<file path="config.mk">
export PLATFORM = sky130hd
export DESIGN_NAME = fizzbuzz_gen
export DESIGN_NICKNAME = d
export VERILOG_FILES = /design/src/rtl/fizzbuzz_pkg.sv /design/src/rtl/fizzbuzz_gen_bcd_counter3.sv /design/src/rtl/fizzbuzz_gen.sv
export SDC_FILE = /design/constraint.sdc
export NUM_CORES = 1
export LEC_CHECK = 0
export ABC_CLOCK_PERIOD_IN_PS = 2150
export BUFFER_PORTS_ARGS = -buffer_cell sky130_fd_sc_hd__buf_2
export CAP_MARGIN = 20
export CELL_PAD_IN_SITES_DETAIL_PLACEMENT = 0
export CELL_PAD_IN_SITES_GLOBAL_PLACEMENT = 2
export CORE_MARGIN = 2
export CORE_UTILIZATION = 32
export DETAILED_ROUTE_END_ITERATION = 6
export PLACE_DENSITY_LB_ADDON = 0.1
export SYNTH_ARGS = -nofsm -noshare
export SYNTH_HDL_FRONTEND = slang
export SYNTH_SLANG_ARGS = --single-unit
</file>
<file path="constraint.sdc">
create_clock -name clk -period 2.15 [get_ports clk]
set_clock_uncertainty 0.15 [all_clocks]
set_input_delay 0.1075 -clock clk [delete_from_list [all_inputs] [get_ports clk]]
set_output_delay 0.1075 -clock clk [all_outputs]
set_load 0.01 [all_outputs]
</file>
<file path="src/rtl/fizzbuzz_pkg.sv">
`default_nettype none
// +--------------------------------------------------------------------------+
// | Package     : fizzbuzz_pkg                                               |
// | Description : Shared constants for the FizzBuzz character source:        |
// |               ASCII bytes, FSM state encoding, line-position indices     |
// |               and helpers that pick the next byte of a line.             |
// | Ports       : none (package)                                             |
// | Revision    : 1.0  initial release                                       |
// +--------------------------------------------------------------------------+
package fizzbuzz_pkg;

   // ASCII bytes
   localparam logic [7:0]  c_cr        = 8'h0D;
   localparam logic [7:0]  c_lf        = 8'h0A;
   localparam logic [7:0]  c_zero      = 8'h30;
   localparam logic [31:0] c_fizz_word = 32'h46697A7A;  // "Fizz"
   localparam logic [31:0] c_buzz_word = 32'h42757A7A;  // "Buzz"

   // FSM state encoding
   localparam int              c_state_w  = 3;
   localparam logic [2:0]      c_st_idle  = 3'd0;
   localparam logic [2:0]      c_st_emit  = 3'd1;
   localparam logic [2:0]      c_st_guard = 3'd2;
   localparam logic [2:0]      c_st_waitb = 3'd3;
   localparam logic [2:0]      c_st_next  = 3'd4;
   localparam logic [2:0]      c_st_done  = 3'd5;

   // Line positions: 0-3 "Fizz", 4-7 "Buzz", 8-10 digits, 11 CR, 12 LF
   localparam logic [3:0] c_pos_fizz = 4'd0;
   localparam logic [3:0] c_pos_buzz = 4'd4;
   localparam logic [3:0] c_pos_d2   = 4'd8;
   localparam logic [3:0] c_pos_d1   = 4'd9;
   localparam logic [3:0] c_pos_d0   = 4'd10;
   localparam logic [3:0] c_pos_cr   = 4'd11;
   localparam logic [3:0] c_pos_lf   = 4'd12;

   // Whether a position contributes a byte to the current line.
   function automatic logic pos_enabled(
      input logic [3:0] pos,
      input logic       fizz,
      input logic       buzz,
      input logic [3:0] d2,
      input logic [3:0] d1
   );
      logic num;
      logic en;
      num = !fizz && !buzz;
      en  = 1'b0;
      if (pos < c_pos_buzz)      en = fizz;
      else if (pos < c_pos_d2)   en = buzz;
      else if (pos == c_pos_d2)  en = num && (d2 != 4'd0);
      else if (pos == c_pos_d1)  en = num && ((d2 != 4'd0) || (d1 != 4'd0));
      else if (pos == c_pos_d0)  en = num;
      else if (pos <= c_pos_lf)  en = 1'b1;
      return en;
   endfunction

   // Lowest enabled position at or above 'from'. LF is always enabled, so
   // the scan always terminates on a valid position.
   function automatic logic [3:0] first_enabled(
      input logic [3:0] from,
      input logic       fizz,
      input logic       buzz,
      input logic [3:0] d2,
      input logic [3:0] d1
   );
      logic [3:0] p;
      p = c_pos_lf;
      // Scan downwards so the smallest qualifying position wins.
      for (int i = 12; i >= 0; i--) begin
         if ((4'(i) >= from) && pos_enabled(4'(i), fizz, buzz, d2, d1)) begin
            p = 4'(i);
         end
      end
      return p;
   endfunction

   function automatic logic [7:0] word_byte(
      input logic [31:0] word,
      input logic [1:0]  idx
   );
      logic [7:0] b;
      case (idx)
         2'd0:    b = word[31:24];
         2'd1:    b = word[23:16];
         2'd2:    b = word[15:8];
         default: b = word[7:0];
      endcase
      return b;
   endfunction

   // ASCII byte for a position; digits = {d2, d1, d0} in BCD.
   function automatic logic [7:0] pos_byte(
      input logic [3:0]  pos,
      input logic [11:0] digits
   );
      logic [7:0] b;
      b = 8'h00;
      if (pos < c_pos_buzz)      b = word_byte(c_fizz_word, pos[1:0]);
      else if (pos < c_pos_d2)   b = word_byte(c_buzz_word, pos[1:0]);
      else if (pos == c_pos_d2)  b = c_zero | {4'h0, digits[11:8]};
      else if (pos == c_pos_d1)  b = c_zero | {4'h0, digits[7:4]};
      else if (pos == c_pos_d0)  b = c_zero | {4'h0, digits[3:0]};
      else if (pos == c_pos_cr)  b = c_cr;
      else if (pos == c_pos_lf)  b = c_lf;
      return b;
   endfunction

endpackage
`default_nettype wire

</file>
<file path="src/rtl/fizzbuzz_gen_bcd_counter3.sv">
`default_nettype none
// +--------------------------------------------------------------------------+
// | Module      : bcd_counter3                                               |
// | Description : Three-digit BCD counter with decimal ripple carry.         |
// |               Resets / loads to 001.                                     |
// | Ports       : clk    in   system clock                                   |
// |               rst    in   synchronous active-low reset                   |
// |               inc    in   advance by one                                 |
// |               load1  in   reload 001 (priority over inc)                 |
// |               digits out  {d2, d1, d0}, 4 bits each                      |
// | Revision    : 1.0  initial release                                       |
// +--------------------------------------------------------------------------+
module bcd_counter3
   import fizzbuzz_pkg::*;
(
   input  logic        clk,
   input  logic        rst,
   input  logic        inc,
   input  logic        load1,
   output logic [11:0] digits
);

   // w_carry[g] is the increment request arriving at digit g.
   logic [2:0] w_carry;

   assign w_carry[0] = inc;

   for (genvar g = 0; g < 3; g++) begin : g_digit
      localparam logic [3:0] c_init = (g == 0) ? 4'd1 : 4'd0;
      logic [3:0] r_digit;

      always_ff @(posedge clk) begin
         if (!rst || load1) begin
            r_digit <= c_init;
         end else if (w_carry[g]) begin
            r_digit <= (r_digit == 4'd9) ? 4'd0 : r_digit + 4'd1;
         end
      end

      if (g < 2) begin : g_carry
         assign w_carry[g+1] = w_carry[g] && (r_digit == 4'd9);
      end

      assign digits[4*g +: 4] = r_digit;
   end

endmodule
`default_nettype wire

</file>
<file path="src/rtl/fizzbuzz_gen.sv">
`default_nettype none
// +--------------------------------------------------------------------------+
// | Module      : fizzbuzz_gen                                               |
// | Description : Streams "1".."MAX" FizzBuzz lines (CR LF terminated) one   |
// |               byte at a time to a UART transmitter over char/send/busy.  |
// | Ports       : clk    in   system clock                                   |
// |               rst    in   synchronous active-low reset                   |
// |               start  in   begin a run (sampled in IDLE only)             |
// |               busy   in   transmitter is shifting a byte                 |
// |               char   out  byte to transmit, valid with send              |
// |               send   out  one-cycle strobe latching char                 |
// |               active out  run in progress                                |
// |               done   out  one-cycle pulse after the final LF             |
// | Revision    : 1.0  initial release                                       |
// +--------------------------------------------------------------------------+
module fizzbuzz_gen
   import fizzbuzz_pkg::*;
#(
   parameter int MAX = 100
) (
   input  logic       clk,
   input  logic       rst,
   input  logic       start,
   input  logic       busy,
   output logic [7:0] char,
   output logic       send,
   output logic       active,
   output logic       done
);

   localparam logic [11:0] c_max_bcd = {4'(MAX / 100), 4'((MAX / 10) % 10), 4'(MAX % 10)};

   logic [c_state_w-1:0] r_state;
   logic [c_state_w-1:0] w_state_next;
   logic [3:0]           r_pos;
   logic [3:0]           w_pos_emit;
   logic                 r_guard;
   logic [1:0]           r_m3;
   logic [2:0]           r_m5;
   logic [11:0]          w_digits;
   logic                 w_fizz;
   logic                 w_buzz;
   logic                 w_last;
   logic                 w_inc;
   logic                 w_load1;
   logic [7:0]           r_char;
   logic                 r_send;
   logic                 r_active;
   logic                 r_done;
   logic [7:0]           w_char_d;
   logic                 w_send_d;
   logic                 w_active_d;
   logic                 w_done_d;

   assign w_inc   = (r_state == c_st_next);
   assign w_load1 = (r_state == c_st_done);

   bcd_counter3 u_count (
      .clk    (clk),
      .rst    (rst),
      .inc    (w_inc),
      .load1  (w_load1),
      .digits (w_digits)
   );

   assign w_fizz = (r_m3 == 2'd0);
   assign w_buzz = (r_m5 == 3'd0);
   assign w_last = (w_digits == c_max_bcd);

   // r_pos may point at a disabled position (it is reset to 0 at the start
   // of every line and stepped by one after each byte); the byte actually
   // sent is always the first enabled position at or above it, so skipping
   // costs no cycles and NEXT does not need the post-increment counters.
   assign w_pos_emit = first_enabled(r_pos, w_fizz, w_buzz, w_digits[11:8], w_digits[7:4]);

   // State register, datapath counters and output registers
   always_ff @(posedge clk) begin
      if (!rst) begin
         r_state  <= c_st_idle;
         r_pos    <= 4'd0;
         r_guard  <= 1'b0;
         r_m3     <= 2'd1;
         r_m5     <= 3'd1;
         r_char   <= 8'h00;
         r_send   <= 1'b0;
         r_active <= 1'b0;
         r_done   <= 1'b0;
      end else begin
         r_state  <= w_state_next;
         r_char   <= w_char_d;
         r_send   <= w_send_d;
         r_active <= w_active_d;
         r_done   <= w_done_d;
         case (r_state)
            c_st_idle: begin
               r_pos <= 4'd0;
            end
            c_st_emit: begin
               if (!busy) begin
                  r_pos   <= w_pos_emit;
                  r_guard <= 1'b0;
               end
            end
            c_st_guard: begin
               r_guard <= 1'b1;
            end
            c_st_waitb: begin
               if (!busy && (r_pos != c_pos_lf)) begin
                  r_pos <= r_pos + 4'd1;
               end
            end
            c_st_next: begin
               r_pos <= 4'd0;
               r_m3  <= (r_m3 == 2'd2) ? 2'd0 : r_m3 + 2'd1;
               r_m5  <= (r_m5 == 3'd4) ? 3'd0 : r_m5 + 3'd1;
            end
            c_st_done: begin
               r_pos <= 4'd0;
               r_m3  <= 2'd1;
               r_m5  <= 3'd1;
            end
            default: begin
               r_pos <= 4'd0;
            end
         endcase
      end
   end

   // Next-state logic
   always_comb begin
      w_state_next = r_state;
      case (r_state)
         c_st_idle: begin
            if (start) w_state_next = c_st_emit;
         end
         c_st_emit: begin
            if (!busy) w_state_next = c_st_guard;
         end
         c_st_guard: begin
            // busy is ignored here: the transmitter needs time to raise it
            if (r_guard) w_state_next = c_st_waitb;
         end
         c_st_waitb: begin
            if (!busy) begin
               if (r_pos != c_pos_lf) w_state_next = c_st_emit;
               else if (w_last)       w_state_next = c_st_done;
               else                   w_state_next = c_st_next;
            end
         end
         c_st_next: begin
            w_state_next = c_st_emit;
         end
         c_st_done: begin
            w_state_next = c_st_idle;
         end
         default: begin
            w_state_next = c_st_idle;
         end
      endcase
   end

   // Output logic (next values of the output registers)
   always_comb begin
      w_send_d   = (r_state == c_st_emit) && !busy;
      w_char_d   = w_send_d ? pos_byte(w_pos_emit, w_digits) : r_char;
      w_active_d = (r_state == c_st_emit)  || (r_state == c_st_guard) ||
                   (r_state == c_st_waitb) || (r_state == c_st_next);
      w_done_d   = (r_state == c_st_done);
   end

   assign char   = r_char;
   assign send   = r_send;
   assign active = r_active;
   assign done   = r_done;

endmodule
`default_nettype wire
</file>
; ---- After elaboration in Yosys (flattened, before gate mapping)
; Cells that the tools add are included.
[totals]
latch_bits = 0
mem_bits_rw = 0
elab_cells = 134
mem_bits_ro = 0
out_inout_bits = 11
n_memories = 0
register_bits = 36
[classes]
n_bitwise = 1
n_eq_ne = 23
order_cmp = 14
n_div = 0
shift = 0
n_reduce_logical = 38
n_mul = 0
mux = 40
addsub = 6
[ops]
columns = cell, count
row1 = 4-bit two-way mux, 15
row2 = "4-bit == test, second input constant", 8
row3 = 3-bit two-way mux, 10
row4 = 6-bit case mux with 2 select lines, 2
row5 = 1-bit logical AND, 18
row6 = 6-bit two-way mux, 3
row7 = "4-bit by 1-bit adder with 4-bit output, second input constant", 4
row8 = "3-bit by 4-bit >= comparator with 1-bit output, first input constant", 4
row9 = "4-bit >= comparator, first input constant", 4
row10 = 8-bit two-way mux, 2
row11 = 3-bit case mux with 5 select lines, 1
row12 = "12-bit by 9-bit == test with 1-bit output, second input constant", 1
row13 = 4-bit case mux with 3 select lines, 1
row14 = "2-bit != test, second input constant", 5
row15 = "3-bit == test, second input constant", 3
row16 = "1-bit by 4-bit >= comparator with 1-bit output, first input constant", 2
row17 = "2-bit by 4-bit >= comparator with 1-bit output, first input constant", 2
row18 = 4-bit nonzero test, 2
row19 = "3-bit by 2-bit == test with 1-bit output, second input constant", 2
row20 = 3-bit logical NOT, 2
row21 = 3-bit case mux with 2 select lines, 1
row22 = 1-bit logical OR, 5
row23 = 1-bit logical NOT, 4
row24 = 2-bit logical NOT, 2
row25 = 17 further kinds, 19

; ---- Depth between registers and ports, before layout
; Gate-level depths: netlist of run 1.
[depth]
word_depth = 23
mapped_depth = 8

; ---- By module
; From an unflattened synthesis of run 1, not the netlist that was laid out.
[hier_totals]
hier_cells = 279
area_unflattened_um2 = 2287.2
[modules_own_cells]
columns = module, cells_per_inst, seq_area_each_um2, area_each_um2, n_inst
row1 = fizzbuzz_gen, 211, 460.4, 1689.1, 1
row2 = bcd_counter3, 68, 240.2, 598.1, 1

; ---- Worst setup path after synthesis of run 1
; No wires, ideal clock.
[synth_timing]
kind = register -> register
start = register r_m5[0]
end = register r_char[1] (netlist: char[1])
n_path_buf = 0
required_ns = 1.878
path_stages_with_launch = 9
arrival_ns = 1.965
slack_ns = -0.087
path_cell_list = dfxtp_1 -> inv_1 -> ha_1 -> nor2b_1 -> or3_1 -> o221ai_2 -> nand2_2 -> and3_1 -> o32a_1
[synth_between]
elab_chain_len = 23
word_cells_on_any_way = 41
[synth_rtl]
columns = element, line
row1 = "start, declared", fizzbuzz_gen.sv:39  ; logic [2:0] r_m5;
row2 = "start signal, assigned", fizzbuzz_gen.sv:115  ; r_m5 <= (r_m5 == 3'd4) ? 3'd0 : r_m5 + 3'd1;
row3 = 3-bit logical NOT *, fizzbuzz_gen.sv:67  ; assign w_buzz = (r_m5 == 3'd0);
row4 = 1-bit logical NOT, --
row5 = 1-bit logical AND, --
row6 = 1-bit logical AND (on tied branches), "fizzbuzz_pkg.sv:71, fizzbuzz_pkg.sv:52"
row7 = 3-bit two-way mux / 1-bit logical AND (equally long branches), fizzbuzz_pkg.sv:71  ; if ((4'(i) >= from) && pos_enabled(4'(i), fizz, buzz, d2, d1)) begin
row8 = 3-bit two-way mux (2 in series), fizzbuzz_pkg.sv:71
row9 = 4-bit two-way mux (3 in series), fizzbuzz_pkg.sv:71
row10 = 4-bit two-way mux * (5 in series), fizzbuzz_pkg.sv:71
row11 = 4-bit == test, fizzbuzz_pkg.sv:105  ; else if (pos == c_pos_lf) b = c_lf;
row12 = 4-bit two-way mux, fizzbuzz_pkg.sv:105
row13 = 4-bit two-way mux, fizzbuzz_pkg.sv:104  ; else if (pos == c_pos_cr) b = c_cr;
row14 = 6-bit two-way mux, fizzbuzz_pkg.sv:103  ; else if (pos == c_pos_d0) b = c_zero | {4'h0, digits[3:0]};
row15 = 6-bit two-way mux, fizzbuzz_pkg.sv:102  ; else if (pos == c_pos_d1) b = c_zero | {4'h0, digits[7:4]};
row16 = 6-bit two-way mux, fizzbuzz_pkg.sv:101  ; else if (pos == c_pos_d2) b = c_zero | {4'h0, digits[11:8]};
row17 = 8-bit two-way mux, fizzbuzz_pkg.sv:100  ; else if (pos < c_pos_d2) b = word_byte(c_buzz_word, pos[1:0]);
row18 = 8-bit two-way mux *, fizzbuzz_pkg.sv:99  ; if (pos < c_pos_buzz) b = word_byte(c_fizz_word, pos[1:0]);
row19 = "end signal, assigned", fizzbuzz_gen.sv:90  ; r_char <= w_char_d;
row20 = "end, declared", fizzbuzz_gen.sv:46  ; logic [7:0] r_char;
; Mark *: on every way between the ends. The rest lies on a longest branch, timed or not.
; A chain may end at the register's enable or synchronous reset.

; ---- Final worst setup path of run 1
[layout_timing]
start = register r_state[1]
end = register r_char[1] (netlist: char[1])
[layout_between]
elab_chain_len = 2
[layout_rtl]
columns = element, line
row1 = "start, declared", fizzbuzz_gen.sv:33  ; logic [c_state_w-1:0] r_state;
row2 = "start signal, assigned", fizzbuzz_gen.sv:79  ; r_state <= c_st_idle;
row3 = "start signal, assigned", fizzbuzz_gen.sv:89  ; r_state <= w_state_next;
row4 = 3-bit by 1-bit == test with 1-bit output, fizzbuzz_gen.sv:164  ; w_send_d = (r_state == c_st_emit) && !busy;
row5 = 1-bit logical AND, fizzbuzz_gen.sv:164
; Every way passes these cells.

==> results of run 1 <==
layer usage:
layer  GRT usage (%)  vias to the layer above  wire length [µm]
li1                -                     1105                 -
met1            26.1                      991              3400
met2            28.0                       27              2970
met3            3.24                        8               155
met4            5.82                        0                87
met5               0                        -                 0
worst max-delay path, stage by stage, from the launching register on:
cell and delay, ns:
dfxtp_1 0.34, or4b_4 0.57, and3_4 0.21, or4_1 0.41, o32a_1 0.36
power groups by stage:
stage                     Sequential (mW)  Combinational, mW  Clock, mW
after global placement              0.694              0.148          0
final                               0.679              0.148      0.619
after CTS                           0.679              0.149      0.645
after detailed placement            0.695              0.147          0
after floorplan                     0.697             0.0844          0
after global routing                0.682              0.165      0.672
flip-flops by register name, summed over array words and instances, names as in the netlist:
register / count
active: 1
char: 7
done: 1
r_guard: 1
r_m3: 2
r_m5: 3
r_pos: 4
r_state: 3
send: 1
u_count.g_digit.r_digit: 12
area by class of cell:
type                            count  area [µm²]
Clock buffer                        5        68.8
Clock inverter                      3        43.8
Fill cell                         698        3790
Inverter                           11        41.3
Multi-Input combinational cell    212        1450
Sequential cell                    35         706
Tap cell                           80         100
Timing Repair Buffer               68         480
Yosys cell counts (6+ instances only):
cell	count
clkbuf_1	9
dfxtp_1	35
nor2_1	32
nand2_1	23
ha_1	6
xnor2_1	6
nor2b_1	10
a21oi_1	15
o21ai_0	25
nor3_1	16
inv_1	11
cell families (layout without fill, tap and decap cells):
| logic type | after synthesis | count (layout) | share of synthesized area [%] |
|---|---|---|---|
| mux | 1 | 1 | 0.460 |
| xor+xnor | 7 | 7 | 2.82 |
| other cells | 1 | 1 | 0.172 |
| simple gates | 120 | 120 | 29.7 |
| compound gates | 77 | 77 | 26.0 |
| buf+inv | 26 | 87 | 5.17 |
| fa+ha+maj | 6 | 6 | 3.45 |
| flops | 35 | 35 | 32.2 |
worst max path at each step:
| stage | from | to | depth (start not counted) | slack, ns |
|---|---|---|---|---|
| after CTS | r_m5[0] | char[1] | 8 | -0.0009 |
| after floorplan | r_pos[0] | char[1] | 7 | 0.006 |
| after detailed placement | r_m5[1] | char[1] | 8 | -0.06 |
| after global placement | r_m5[1] | char[1] | 8 | 0.0006 |
| after global routing | r_m5[1] | r_pos[0] | 10 | -0.05 |
| final | r_state[1] | char[1] | 4 | -0.006 |
timing repair:
action                                  in CTS  in global routing
pin swaps                                    6                  9
endpoints found under the setup margin       4                  7
hold buffers                                 1                  0
setup buffers                                4                  2
hold endpoints to repair                     1                  0
resized for setup                            8                  7
per-stage QoR:
stage	utilization, %	instance area, µm²
floorplan	-	2210
global placement	39.9	2660
detailed placement	39.9	2660
CTS	42.5	2840
global route	43.3	2890
finish	43.3	2890
layout by cell type (no fill, tap or decap), types with 3 or more instances in the layout:
master	instances
buf_4	54
buf_2	13
ha_1	5
dfxtp_2	4
nand2_1	23
xnor2_1	6
nor2b_1	9
dfxtp_1	31
nand3b_1	3
inv_1	9
nor3_1	16
nand3_1	5
nand2b_1	5
a31oi_1	4
nor2_1	32
o21ai_0	23
a21oi_1	15
clkbuf_8	5
a32o_1	3
==> flow_summary.ini, run 1 <==
[yosys]
synth_area_um2 = 2180
ys_ff_latch = 35
synthCells = 273
yosys_warnings = 0
ys_async_sr_fraction_pct = 0
ys_seq_area_share_pct = 32.2
synth_edf_count = 0
synth_nets = 283
yosys.area.top_type_share_pct = 32.2
synthDistinctLibCells = 63
synth_top_cell_by_area = dfxtp_1
synth_area_leaders = dfxtp_1, o21ai_0, nor2_1
syn_avg_cell_area_um2 = 7.97
synthFlopType = dfxtp_1

[finish]
diodes = 0
fin_cells = 414
num-nets-final = 343
syn2layout_area_growth_pct = 32.9
drive_gt1_share_pct = 32.3

[power_and_ir_drop]
p_comb_share_pct = 10.3
power_mw = 1.45
p_leak_nw = 1.17
p_sw_mw = 0.374
cellPowerDensity_nw_per_um2 = 500
swShare_pct = 25.8
seqPwrFrac_pct = 46.9
clockPowerShare_pct = 42.8
vdd_drop_max_mv = 0.264
internal_power_mw = 1.07

[drt]
drt_iter0_markers = 113
ant_nets = 0
wirelength_mm = 6.62
drc_errors = 0
wl_per_cell_um = 16.0
routed_via_density = 5.15
num_vias = 2131
drt_pass1_iterations = 4

[clock_tree]
cts_tree = done
cts_sinks = 35
cts_buffer_depth = 2
cts-root-buf = clkbuf_8
clk_latency_ns = 0.30
htreeDepth = 2
path_clk_slew_ns = 0.08
cts_buffers = 5

[place]
portBuffers = 13
hpwlAfterDp_mm = 5.01
dp.cells = 399
placement.setup.worst_slack_ns = -0.0611
gp_congestion = 0.812

[run_status]
violations = setup timing
status = finished with violations

[floorplan]
rows = 30
die_h_um = 86.5
core_um2 = 6680
io_pins = 15
start_util_pct = 32.6
die_area_um2 = 7480
die_w_um = 86.5

[critical_path]
startpoint_type = flop
worstSetupPathType = flop to flop
cp_max_fo = 4
rr_endpoint = char[1]
worst_ep_required_time_ns = 2.19
rr_worst_depth = 4
critPathCaptureType = flop
reg2reg_from = r_state[1]
cp.arrival_ns = 2.19
worst-r2r-setup-slack_ns = -0.006

[timing]
tns_ns = -0.00648
finalSetupViolCount = 1
hold_viol = 0
relSlewSlack_pct = 65.1
slew_violations = 0
worstMarginPinSlew_ns = 0.523
fin_crit_sh_pct = 100
setup_ws_ns = -0.00648
hold_slack_ns = 0.0395
fin_crit_ns = 2.16
rsz0062_at_grt = yes
fmaxAchievable_mhz = 464

[hold_path]
worstHoldPathCells = 4
worstHoldStart = start
min_path_type = input port to flop
min_to = r_state[0]

[global_routing]
antenna_found_initial = 0
grt_pass1_wl_mm = 10.4
grt_max_degree = 19
grt-ovfl-total = 0
grt_use_total_pct = 18.3
grt_pass1_vias = 1980

[job]
maxCapViolCount = 0
No activity file was read; power rests on OpenSTA's default activity.
==> run 2, diff against run 1 <==
--- a/config.mk
+++ b/config.mk
@@ -13,7 +13,7 @@
 export CORE_MARGIN = 2
 export CORE_UTILIZATION = 32
 export DETAILED_ROUTE_END_ITERATION = 6
-export PLACE_DENSITY_LB_ADDON = 0.1
+export PLACE_DENSITY = 0.83
 export SYNTH_ARGS = -nofsm -noshare
 export SYNTH_HDL_FRONTEND = slang
 export SYNTH_SLANG_ARGS = --single-unit
==> run 2 against run 1 <==
The flow now finishes without violations. Sequential share of layout area increased by 0.99 points. Critical path type unchanged. Flip-flop and latch count did not move. Non-clock buffer count down 12. Maximum frequency increased by 1.7%. Count of clock-buffer cells in the layout rose by 1. Via count grew 0.89%. Critical endpoint unchanged.
==> flow_summary.ini, run 2 (synthesis gave the netlist of run 1 again) <==
[timing]
setup_ws_ns = 0.0296
worstMarginPinSlew_ns = 0.574
fin_crit_sh_pct = 98.6
fmaxAchievable_mhz = 472
rsz0062_at_grt = yes
hold_viol = 0
fin_crit_ns = 2.12
slew_violations = 0
relSlewSlack_pct = 61.7
finalSetupViolCount = 0
hold_slack_ns = 0.00276

[job]
maxCapViolCount = 0

[critical_path]
cp_max_fo = 3
cp.arrival_ns = 2.16
cp-startpoint = r_state[2]
worst-r2r-setup-slack_ns = 0.03
critPathCaptureType = flop
worst_ep_required_time_ns = 2.19
slowest_delay_ns = 0.57
startpoint_type = flop
rr_endpoint = char[1]
critPathSlowestCell = or4b_4
path_cells = or4b_4 > and3_1 > or4_1 > o32a_1
worstSetupPathType = flop to flop
reg2reg_from = r_state[2]
rr_worst_depth = 4

[global_routing]
grt_pass1_vias = 2041
grt_pass1_wl_mm = 10.2
grt_use_total_pct = 17.4
antenna_found_initial = 0
grt_max_degree = 20
grt-ovfl-total = 0

[drt]
drt_iter0_markers = 140
num_vias = 2150
ant_nets = 0
drc_errors = 0
wirelength_mm = 6.05
routed_via_density = 5.35
wl_per_cell_um = 15.1
drt_pass1_iterations = 4

[finish]
syn2layout_area_growth_pct = 27.9
fin_cells = 402
stdcell_area_um2 = 2790
diodes = 0
regMostFlops = u_count.g_digit.r_digit
final_common_cell = buf_4
layout_common_cells = buf_4, nor2_1, dfxtp_1
fin_util_pct = 41.7
drive_gt1_share_pct = 30.7
largest_reg_flops = 12
num-nets-final = 331

[hold_path]
min_path_type = input port to flop
min_to = u_count.g_digit[0].r_digit[0]
worstHoldStart = rst
worstHoldPathCells = 2

[floorplan]
die_area_um2 = 7480
die_h_um = 86.5
core_um2 = 6680
die_w_um = 86.5
io_pins = 15
rows = 30
start_util_pct = 32.6

[clock_tree]
cts_buffers = 5
clk_latency_ns = 0.29
hold_buffers = 0
cts_sinks = 35
path_clk_slew_ns = 0.08
cts_tree = done
htreeDepth = 2
cts_buffer_depth = 2
cts-root-buf = clkbuf_8

[power_and_ir_drop]
cellPowerDensity_nw_per_um2 = 466
p_leak_nw = 1.10
vdd_drop_max_mv = 0.212

[place]
hpwlAfterDp_mm = 4.56
portBuffers = 13
gp_congestion = 0.862
place_area_um2 = 2600
placement.setup.worst_slack_ns = -0.0313
dp.cells = 391

[run_status]
status = complete, no violations
-- run 2: cell types whose count changed in the layout (fill, tap and decap cells not counted), sizes merged --
cell / before / now
buf: 67 / 56
clkinv: 2 / 1
bufinv: 1 / 0
dlygate4sd3: 1 / 0
clkbuf: 5 / 6
clkinvlp: 0 / 1
-- run 2: critical path: cells and delay by family (launching register included) --
kind	cells	cell delay (ns)
simple gates	3	1.20
compound gates	1	0.35
flops	1	0.32
-- run 2: what timing repair did --
| action | CTS | global route |
|---|---|---|
| gates resized for setup | 3 | 15 |
| hold endpoints to repair | 0 | 0 |
| pin swaps | 3 | 6 |
| buffers inserted | 0 | 3 |
| endpoints found under the setup margin | 2 | 10 |
-- run 2: area by class of cell --
| type | instances | area (µm²) |
|---|---|---|
| clock buffers | 6 | 72.6 |
| clock inverters | 2 | 12.5 |
| fillers | 702 | 3900 |
| inverters | 11 | 41.3 |
| multi-input cells | 212 | 1460 |
| flip-flops and latches | 35 | 707 |
| well taps | 80 | 100 |
| repair buffers | 56 | 388 |
-- run 2: where the power goes --
part           leakage (nW)  total [mW]  switching [mW]  internal (mW)
Clock                0.0412       0.487           0.260          0.227
Combinational         0.778       0.135          0.0813         0.0540
Sequential            0.285       0.677          0.0116          0.666
Total                  1.10        1.30           0.353          0.946
-- run 2: layer usage --
| metal | part of all wire (%) | GRT usage [%] |
|---|---|---|
| met2 | 48 | 27.8 |
| met5 | 0 | 0 |
| met1 | 47 | 23.6 |
| met3 | 3.6 | 3.62 |
| met4 | 1.3 | 5.26 |
-- run 2: how the worst max path moves through the flow --
stage	slack, ns	end
detailed placement	-0.03	char[1]
finish	0.03	char[1]
floorplan	0.006	char[1]
global placement	0.008	char[1]
CTS	0.004	char[5]
global route	-0.05	char[1]
-- run 2: stage by stage --
stage / total power [mW] / TNS (ns)
2_1_floorplan: 0.781 / 0
5_1_grt: 1.35 / -0.142
3_3_place_gp: 0.826 / 0
4_1_cts: 1.31 / 0
6_report: 1.30 / 0
3_5_place_dp: 0.827 / -0.0313
